### src/rtl/hack_logic_pkg.sv
// Shared types for the Hack gate-library streaming reducer: op encoding and FSM states.
package hack_logic_pkg;

  typedef enum logic [1:0] {
    OP_AND  = 2'b00,
    OP_OR   = 2'b01,
    OP_XOR  = 2'b10,
    OP_XNOR = 2'b11
  } logic_op_t;

  typedef enum logic [1:0] {
    IDLE  = 2'b00,
    ACCUM = 2'b01,
    HOLD  = 2'b10
  } reduce_state_t;

endpackage

### src/rtl/logic_op2_np.sv
// Two-operand bitwise unit. XNOR folds as XOR; the inversion is applied once at the output.
module logic_op2_np
  import hack_logic_pkg::*;
#(
  parameter int D = 16
) (
  input  logic_op_t      op_i,
  input  logic [D-1:0]   a_i,
  input  logic [D-1:0]   b_i,
  output logic [D-1:0]   y_o
);

  always_comb begin
    y_o = a_i ^ b_i;
    case (op_i)
      OP_AND:  y_o = a_i & b_i;
      OP_OR:   y_o = a_i | b_i;
      default: y_o = a_i ^ b_i;
    endcase
  end

endmodule

### src/rtl/logic_reduce_seq.sv
// Streaming N-word, D-bit bitwise reducer (AND/OR/XOR/XNOR) with valid/ready on both sides.
//
// state | meaning
// IDLE  | waiting for the first word of a frame; latches op
// ACCUM | folding words 2..N into acc
// HOLD  | result presented on o_data/o_valid until downstream accepts
module logic_reduce_seq
  import hack_logic_pkg::*;
#(
  parameter int N = 2,
  parameter int D = 16
) (
  input  logic         i_clk,
  input  logic         i_rst_n,
  input  logic [1:0]   i_op,
  input  logic         i_valid,
  output logic         o_ready,
  input  logic [D-1:0] i_data,
  input  logic         i_clear,
  output logic         o_valid,
  input  logic         i_ready,
  output logic [D-1:0] o_data
);

  localparam int             CW  = $clog2(N + 1);
  localparam logic [CW-1:0]  N_C = CW'(N);

  reduce_state_t  state_q;
  logic [D-1:0]   acc_q;
  logic [D-1:0]   data_q;
  logic [CW-1:0]  cnt_q;
  logic_op_t      op_q;
  logic           valid_q;

  logic           accept;
  logic_op_t      op_in;
  logic [D-1:0]   acc_d;
  logic [D-1:0]   res_d;
  logic [D-1:0]   first_res;
  logic [CW-1:0]  cnt_d;

  assign o_ready = (state_q != HOLD);
  assign o_valid = valid_q;
  assign o_data  = data_q;

  assign accept    = i_valid & o_ready;
  assign op_in     = logic_op_t'(i_op);
  assign cnt_d     = cnt_q + CW'(1);
  assign res_d     = (op_q == OP_XNOR) ? ~acc_d : acc_d;
  // Only used when a single word completes a frame (N == 1).
  assign first_res = (op_in == OP_XNOR) ? ~i_data : i_data;

  logic_op2_np #(.D(D)) u_op2 (
    .op_i (op_q),
    .a_i  (acc_q),
    .b_i  (i_data),
    .y_o  (acc_d)
  );

  always_ff @(posedge i_clk or negedge i_rst_n) begin
    if (!i_rst_n) begin
      state_q <= IDLE;
      acc_q   <= '0;
      data_q  <= '0;
      cnt_q   <= '0;
      op_q    <= OP_AND;
      valid_q <= 1'b0;
    end else if (i_clear) begin
      state_q <= IDLE;
      acc_q   <= '0;
      data_q  <= '0;
      cnt_q   <= '0;
      valid_q <= 1'b0;
    end else begin
      case (state_q)
        IDLE: begin
          if (accept) begin
            acc_q <= i_data;
            op_q  <= op_in;
            cnt_q <= CW'(1);
            if (N == 1) begin
              state_q <= HOLD;
              valid_q <= 1'b1;
              data_q  <= first_res;
            end else begin
              state_q <= ACCUM;
            end
          end
        end
        ACCUM: begin
          if (accept) begin
            acc_q <= acc_d;
            cnt_q <= cnt_d;
            if (cnt_d == N_C) begin
              state_q <= HOLD;
              valid_q <= 1'b1;
              data_q  <= res_d;
            end
          end
        end
        HOLD: begin
          if (i_ready) begin
            state_q <= IDLE;
            cnt_q   <= '0;
            valid_q <= 1'b0;
            data_q  <= '0;
          end
        end
        default: begin
          state_q <= IDLE;
          valid_q <= 1'b0;
          data_q  <= '0;
        end
      endcase
    end
  end

endmodule

### config.mk
export PLATFORM = sky130hd
export DESIGN_NAME = logic_reduce_seq
export DESIGN_NICKNAME = d
export VERILOG_FILES = /design/src/rtl/hack_logic_pkg.sv /design/src/rtl/logic_op2_np.sv /design/src/rtl/logic_reduce_seq.sv
export SDC_FILE = /design/constraint.sdc
export NUM_CORES = 1
export LEC_CHECK = 0
export ABC_AREA = 1
export CAP_MARGIN = 10
export CORE_MARGIN = 2
export CORE_UTILIZATION = 37
export CTS_BUF_LIST = sky130_fd_sc_hd__clkbuf_8
export DETAILED_ROUTE_END_ITERATION = 8
export DONT_BUFFER_PORTS = 1
export PLACE_DENSITY = 0.62
export SYNTH_ARGS = -nofsm -noshare
export SYNTH_HDL_FRONTEND = slang
export SYNTH_SLANG_ARGS = --single-unit
### constraint.sdc
create_clock -name i_clk -period 2.8 [get_ports i_clk]
set_clock_uncertainty 0.2 [all_clocks]
set_input_delay 0.56 -clock i_clk [delete_from_list [all_inputs] [get_ports i_clk]]
set_output_delay 0.56 -clock i_clk [all_outputs]
set_load 0.05 [all_outputs]
==> results of run 1 <==
## cells in the final DEF (no fill, tap or decap)
cell and count:
a21oi_2 1, nor2_2 2, nand2_2 5, inv_1 82, ha_1 37, o21ai_0 12, buf_12 1, inv_2 3
nor2_1 8, nand4_1 3, clkinv_1 1, mux2_2 1, clkbuf_8 5, nand2_4 1, dfrtp_1 39, dlygate4sd3_1 1
nand4_2 1, buf_4 8, o211ai_1 10, nand2_1 174, bufinv_16 1, a21oi_1 12, nand3_1 33, clkinv_2 1
nor3_4 1, clkinv_4 1
## layout make-up
class                   count  share of cell area
clock inverters             3              0.0134
multi-input cells         301               0.500
repair buffers             10              0.0276
well taps                 102              0.0392
clock buffers               5              0.0211
flip-flops and latches     39               0.300
inverters                  86              0.0991
## path summary, 6_finish.rpt
check	startpoint	to	slack, ns
setup / recovery	state_q[1]	acc_q[10]	0.53
hold / removal	i_data[2]	acc_q[2]	0.21
setup reg to reg	state_q[1]	acc_q[10]	0.53
hold reg to reg	cnt_q[1]	cnt_q[1]	0.29
max in group asynchronous	i_rst_n	acc_q[3]	1.67
min in group asynchronous	i_rst_n	acc_q[0]	0.53
## synthesized netlist by cell type, types with 2 or more instances
library cell | n | area (µm²)
nand2_1 | 174 | 653
inv_1 | 82 | 308
dfrtp_1 | 39 | 976
ha_1 | 37 | 463
nand3_1 | 33 | 165
a21oi_1 | 12 | 60.1
o21ai_0 | 12 | 60.1
o211ai_1 | 10 | 75.1
nor2_1 | 8 | 30.0
buf_2 | 6 | 30.0
clkbuf_1 | 5 | 18.8
nand2_2 | 5 | 31.3
inv_2 | 3 | 11.3
nand4_1 | 3 | 18.8
buf_6 | 2 | 22.5
nor2_2 | 2 | 12.5
## through the flow
stage                     area (µm²)  power (µW)
final                           3260        3500
after CTS                       3260        3520
after global placement          3120        2960
after detailed placement        3120        3010
after global routing            3260        3860
after floorplan                 3000        2580
## power by group
part / switching (µW) / internal [µW]
Clock: 222 / 266
Sequential: 485 / 764
Combinational: 1190 / 578
Total: 1890 / 1610
## flip-flops by register name, summed over array words and instances, names as in the netlist
name     count
op_q         2
acc_q       16
o_valid      1
o_data      16
state_q      2
cnt_q        2
## cell families (layout without fill, tap and decap cells)
kind of cell / Yosys count / in the layout / share of synthesized area
flip-flops: 39 / 39 / 0.325
AND/OR/NAND/NOR: 228 / 228 / 0.317
AO/OA/AOI/OAI: 35 / 35 / 0.0680
multiplexers: 1 / 1 / 0.00375
buffers and inverters: 99 / 104 / 0.131
adder cells (fa/ha/maj): 37 / 37 / 0.154
## layer usage
layer / global-route usage / wire (µm) / vias up
met1: 0.221 / 3310 / 1202
met4: 0.0531 / 109 / 0
met3: 0.0457 / 468 / 10
li1: - / - / 1343
met5: 0 / 0 / -
met2: 0.303 / 3420 / 52
## worst register-to-register path: stages, from the launching register on
cell and delay (ns):
dfrtp_1 0.37, inv_1 0.08, ha_1 0.25, inv_2 0.18, nand2_1 0.11, nand3_1 0.28
clkinv_1 0.40, o211ai_1 0.22, nand2_1 0.07
## repair_timing
action,4_1_cts,5_1_grt
hold buffers,2,0
endpoints found under the hold margin,39,0
setup buffers,0,0
==> impl_metrics.toml, run 1 <==
[layout]
final_layout_size_suffix_gt1_frac = 0.0721
diodes = 0
fin_cells = 546
area_delta_synth_final_pct = 8.64
multi_input_area_um2 = 1630
final_util = 0.417
fin_nets = 503
fillers = 820
seq_area_um2 = 976

[placement]
dp_cells = 536
dpl.hpwl_mm = 5.09
place_congestion = 0.791
pre_cts_ws_ns = 0.592
port_buffers = 0

[timing]
post-route-min-period_ns = 2.27
relSlewSlack = 0.519
tightest_slew_ns = 0.721
layout_setup_ws_ns = 0.531
setup_violations = 0
hold_viol = 0
timing.setup.tns_ns = 0
hold_ws_ns = 0.205
final_max_slew_viol_count = 0
rsz0062_at_grt = "false"
fmax_mhz = 441
finalCritPeriodShare = 0.810

[global_route]
grt_overflow = 0
antenna_found_initial = 0
grt_pass1_vias = 2630
grt_pass1_wl_mm = 12.4
track_usage = 0.178
grt_max_degree = 40

[floorplanning]
die_area_um2 = 8840
die_w_um = 94.0
core_area_um2 = 7810
ioPinCount = 41
num_rows = 32
fp.dieH_um = 94.0
start_util = 0.384

[critical_path]
critPathMaxFanout = 10
crit_top_cell = "nand2_1"
worstSetupEndpointType = "register"
path_class = "register to register"
critPathBufInv = 3
worst-path-stages = 8
rr_worst_depth = 8
critical_path.max_stage_delay_ns = 0.40
critical_path_arrival_ns = 2.25
critPathSlowestCell = "clkinv_1"
cp-start-kind = "register"
crit_chain = "inv_1 > ha_1 > inv_2 > nand2_1 > nand3_1 > clkinv_1 > o211ai_1 > nand2_1"
required_ns = 2.78
cp_top_family = "buffers and inverters"

[synth]
syn_area_per_cell_um2 = 6.83
syn-num-nets = 499
yosysWarningCount = 0
synthDistinctLibCells = 22
async_reset_ff_frac = 1.00
yosys_register_bits = 39
synth_area_um2 = 3000
netlist_instances = 439
yosysSeqAreaShare = 0.325
synth-edff-count = 0
synthFlopType = "dfrtp_1"

[clock_tree]
tritoncts = "yes"
clockBufferDepth = 2
insertion_delay_ns = 0.30
cts-root-buf = "clkbuf_8"
h-tree-depth = 2
worst_setup_hold_path_clk_slew_ns = 0.08
cts_resized = 0
cts_buffers = 5
cts_sinks = 39

[hold_path]
worst_hold_path_type = "input port to register"
min_path_cells = 2

[detailed_routing]
wl_per_cell_um = 13.4
vias = 2607
viasPerCell = 4.77
drtAntennaViolNets = 0
drt_iter0_drc = 119
wl_mm = 7.30
first_pass_iters = 4
drc_errors = 0

[job]
maxCapViolCount = 0

[pwr]
ir_worst_vdd_uv = 404
power_per_cell_area_nw_per_um2 = 1070
p_leak_uw = 0.00183

[status]
outcome = "finished clean"
(Power assumes the default switching activity.)
==> inputs of run 2 (changes only) <==
==> constraint.sdc (replaced) <==
create_clock -name i_clk -period 2.1 [get_ports i_clk]
set_clock_uncertainty 0.2 [all_clocks]
set_input_delay 0.42 -clock i_clk [delete_from_list [all_inputs] [get_ports i_clk]]
set_output_delay 0.42 -clock i_clk [all_outputs]
set_load 0.05 [all_outputs]
==> impl_metrics.toml, run 2 (synthesis results as in run 1) <==
[status]
outcome = "finished clean"

[timing]
hold_ws_ns = 0.0735
finalCritPeriodShare = 0.924
hold_viol = 0
relSlewSlack = 0.666
timing.setup.tns_ns = 0
rsz0062_at_grt = "false"
final_max_slew_viol_count = 0
tightest_slew_ns = 0.501
fmax_mhz = 516
setup_violations = 0
post-route-min-period_ns = 1.94
layout_setup_ws_ns = 0.160

[floorplanning]
fp.dieH_um = 94.0
die_area_um2 = 8840
ioPinCount = 41
die_w_um = 94.0
num_rows = 32
core_area_um2 = 7810
start_util = 0.384

[critical_path]
critPathMaxFanout = 9
path_class = "register to register"
cp_top_family = "buffers and inverters"
critPathLaunch = "state_q[1]"
critPathBufInv = 3
critical_path_arrival_ns = 1.91
rr_worst_depth = 8
reg2reg_slack_ns = 0.16
required_ns = 2.07
critPathSlowestCell = "dfrtp_1"
worstSetupEndpointType = "register"
crit_top_cell = "nand2_1"
endpoint = "acc_q[10]"
cp-start-kind = "register"
critical_path.max_stage_delay_ns = 0.37
worst-path-stages = 8
rr_startpoint = "state_q[1]"
r2r_end = "acc_q[10]"
crit_chain = "inv_1 > ha_1 > inv_2 > nand2_1 > nand3_1 > clkinv_1 > o211ai_1 > nand2_1"

[hold_path]
hold_start = "i_data[4]"
worst_hold_path_type = "input port to register"

[clock_tree]
cts-root-buf = "clkbuf_8"
tritoncts = "yes"
cts_buffers = 5
h-tree-depth = 2
cts_sinks = 39
postCtsSetupRepairBufs = 0
worst_setup_hold_path_clk_slew_ns = 0.08
clockBufferDepth = 2
insertion_delay_ns = 0.29

[global_route]
grt_max_degree = 40
grt_pass1_wl_mm = 12.2
grt_pass1_vias = 2507
busiest_layer = "met2"
track_usage = 0.177
antenna_found_initial = 0
use_met2 = 0.296
grt_overflow = 0
use_met1 = 0.227
grtUsageMet3 = 0.0409

[placement]
port_buffers = 0
place_area_um2 = 3180
place_congestion = 0.835
dpl.hpwl_mm = 5.24
pre_cts_ws_ns = 0.151
dp_cells = 545

[layout]
final_common_cell = "nand2_1"
fin_nets = 512
final_layout_size_suffix_gt1_frac = 0.0883
diodes = 0
fillers = 815
seq_area_um2 = 976
multi_input_area_um2 = 1630
final_cell_area_um2 = 3310
mostFrequentLayoutCells = "nand2_1 (174), inv_1 (83), dfrtp_1 (39)"
fin_cells = 555
area_delta_synth_final_pct = 10.5

[detailed_routing]
vias = 2620
wl_per_cell_um = 13.1
first_pass_iters = 4
drc_errors = 0
drt_iter0_drc = 157
wl_mm = 7.29
drtAntennaViolNets = 0
viasPerCell = 4.72

[pwr]
power_per_cell_area_nw_per_um2 = 1410
p_leak_uw = 0.00187
ir_worst_vdd_uv = 513

[job]
maxCapViolCount = 0
run 2: cell count changes in the layout (fill, tap and decap cells not counted):
cell	delta
buf_4	+9
bufinv_16	-1
clkbuf_8	+2
clkinv_2	-1
clkinv_4	-1
inv_1	+1
run 2: where the power goes:
part | internal (µW) | switching, µW | total (µW)
clock network | 295 | 268 | 564
logic | 856 | 1580 | 2440
registers | 1020 | 660 | 1680
run 2: metal layers:
layer	up-vias	part of all wire
met5	-	0
met4	0	0.014
met1	1200	0.46
met3	8	0.056
li1	1365	-
met2	47	0.47
run 2: worst min path at each step:
stage | slack, ns | end | cells after the start
after floorplan | -0.08 | acc_q[0] | 0
after global placement | -0.07 | o_data[4] | 0
after detailed placement | -0.07 | o_data[5] | 0
after CTS | 0.06 | acc_q[4] | 2
after global routing | 0.07 | acc_q[4] | 2
final | 0.07 | acc_q[4] | 2
run 2: per-stage QoR:
step,total power [µW],utilization
after floorplan,3440,-
after detailed placement,4130,0.408
after CTS,4740,0.424
after global placement,4080,0.408
final,4680,0.424
after global routing,5200,0.424
run 2: cell type report:
| type | count | area share |
|---|---|---|
| multi-input combinational | 301 | 0.492 |
| sequential | 39 | 0.295 |
| inverter | 86 | 0.0974 |
| timing repair buffer | 19 | 0.0476 |
| tap | 102 | 0.0385 |
| clock buffer | 7 | 0.0291 |
| clock inverter | 1 | 0.00113 |
run 2: what timing repair did:
action / CTS / global route
gates resized for setup: 0 / 0
endpoints found under the hold margin: 39 / 0
hold buffers: 2 / 0
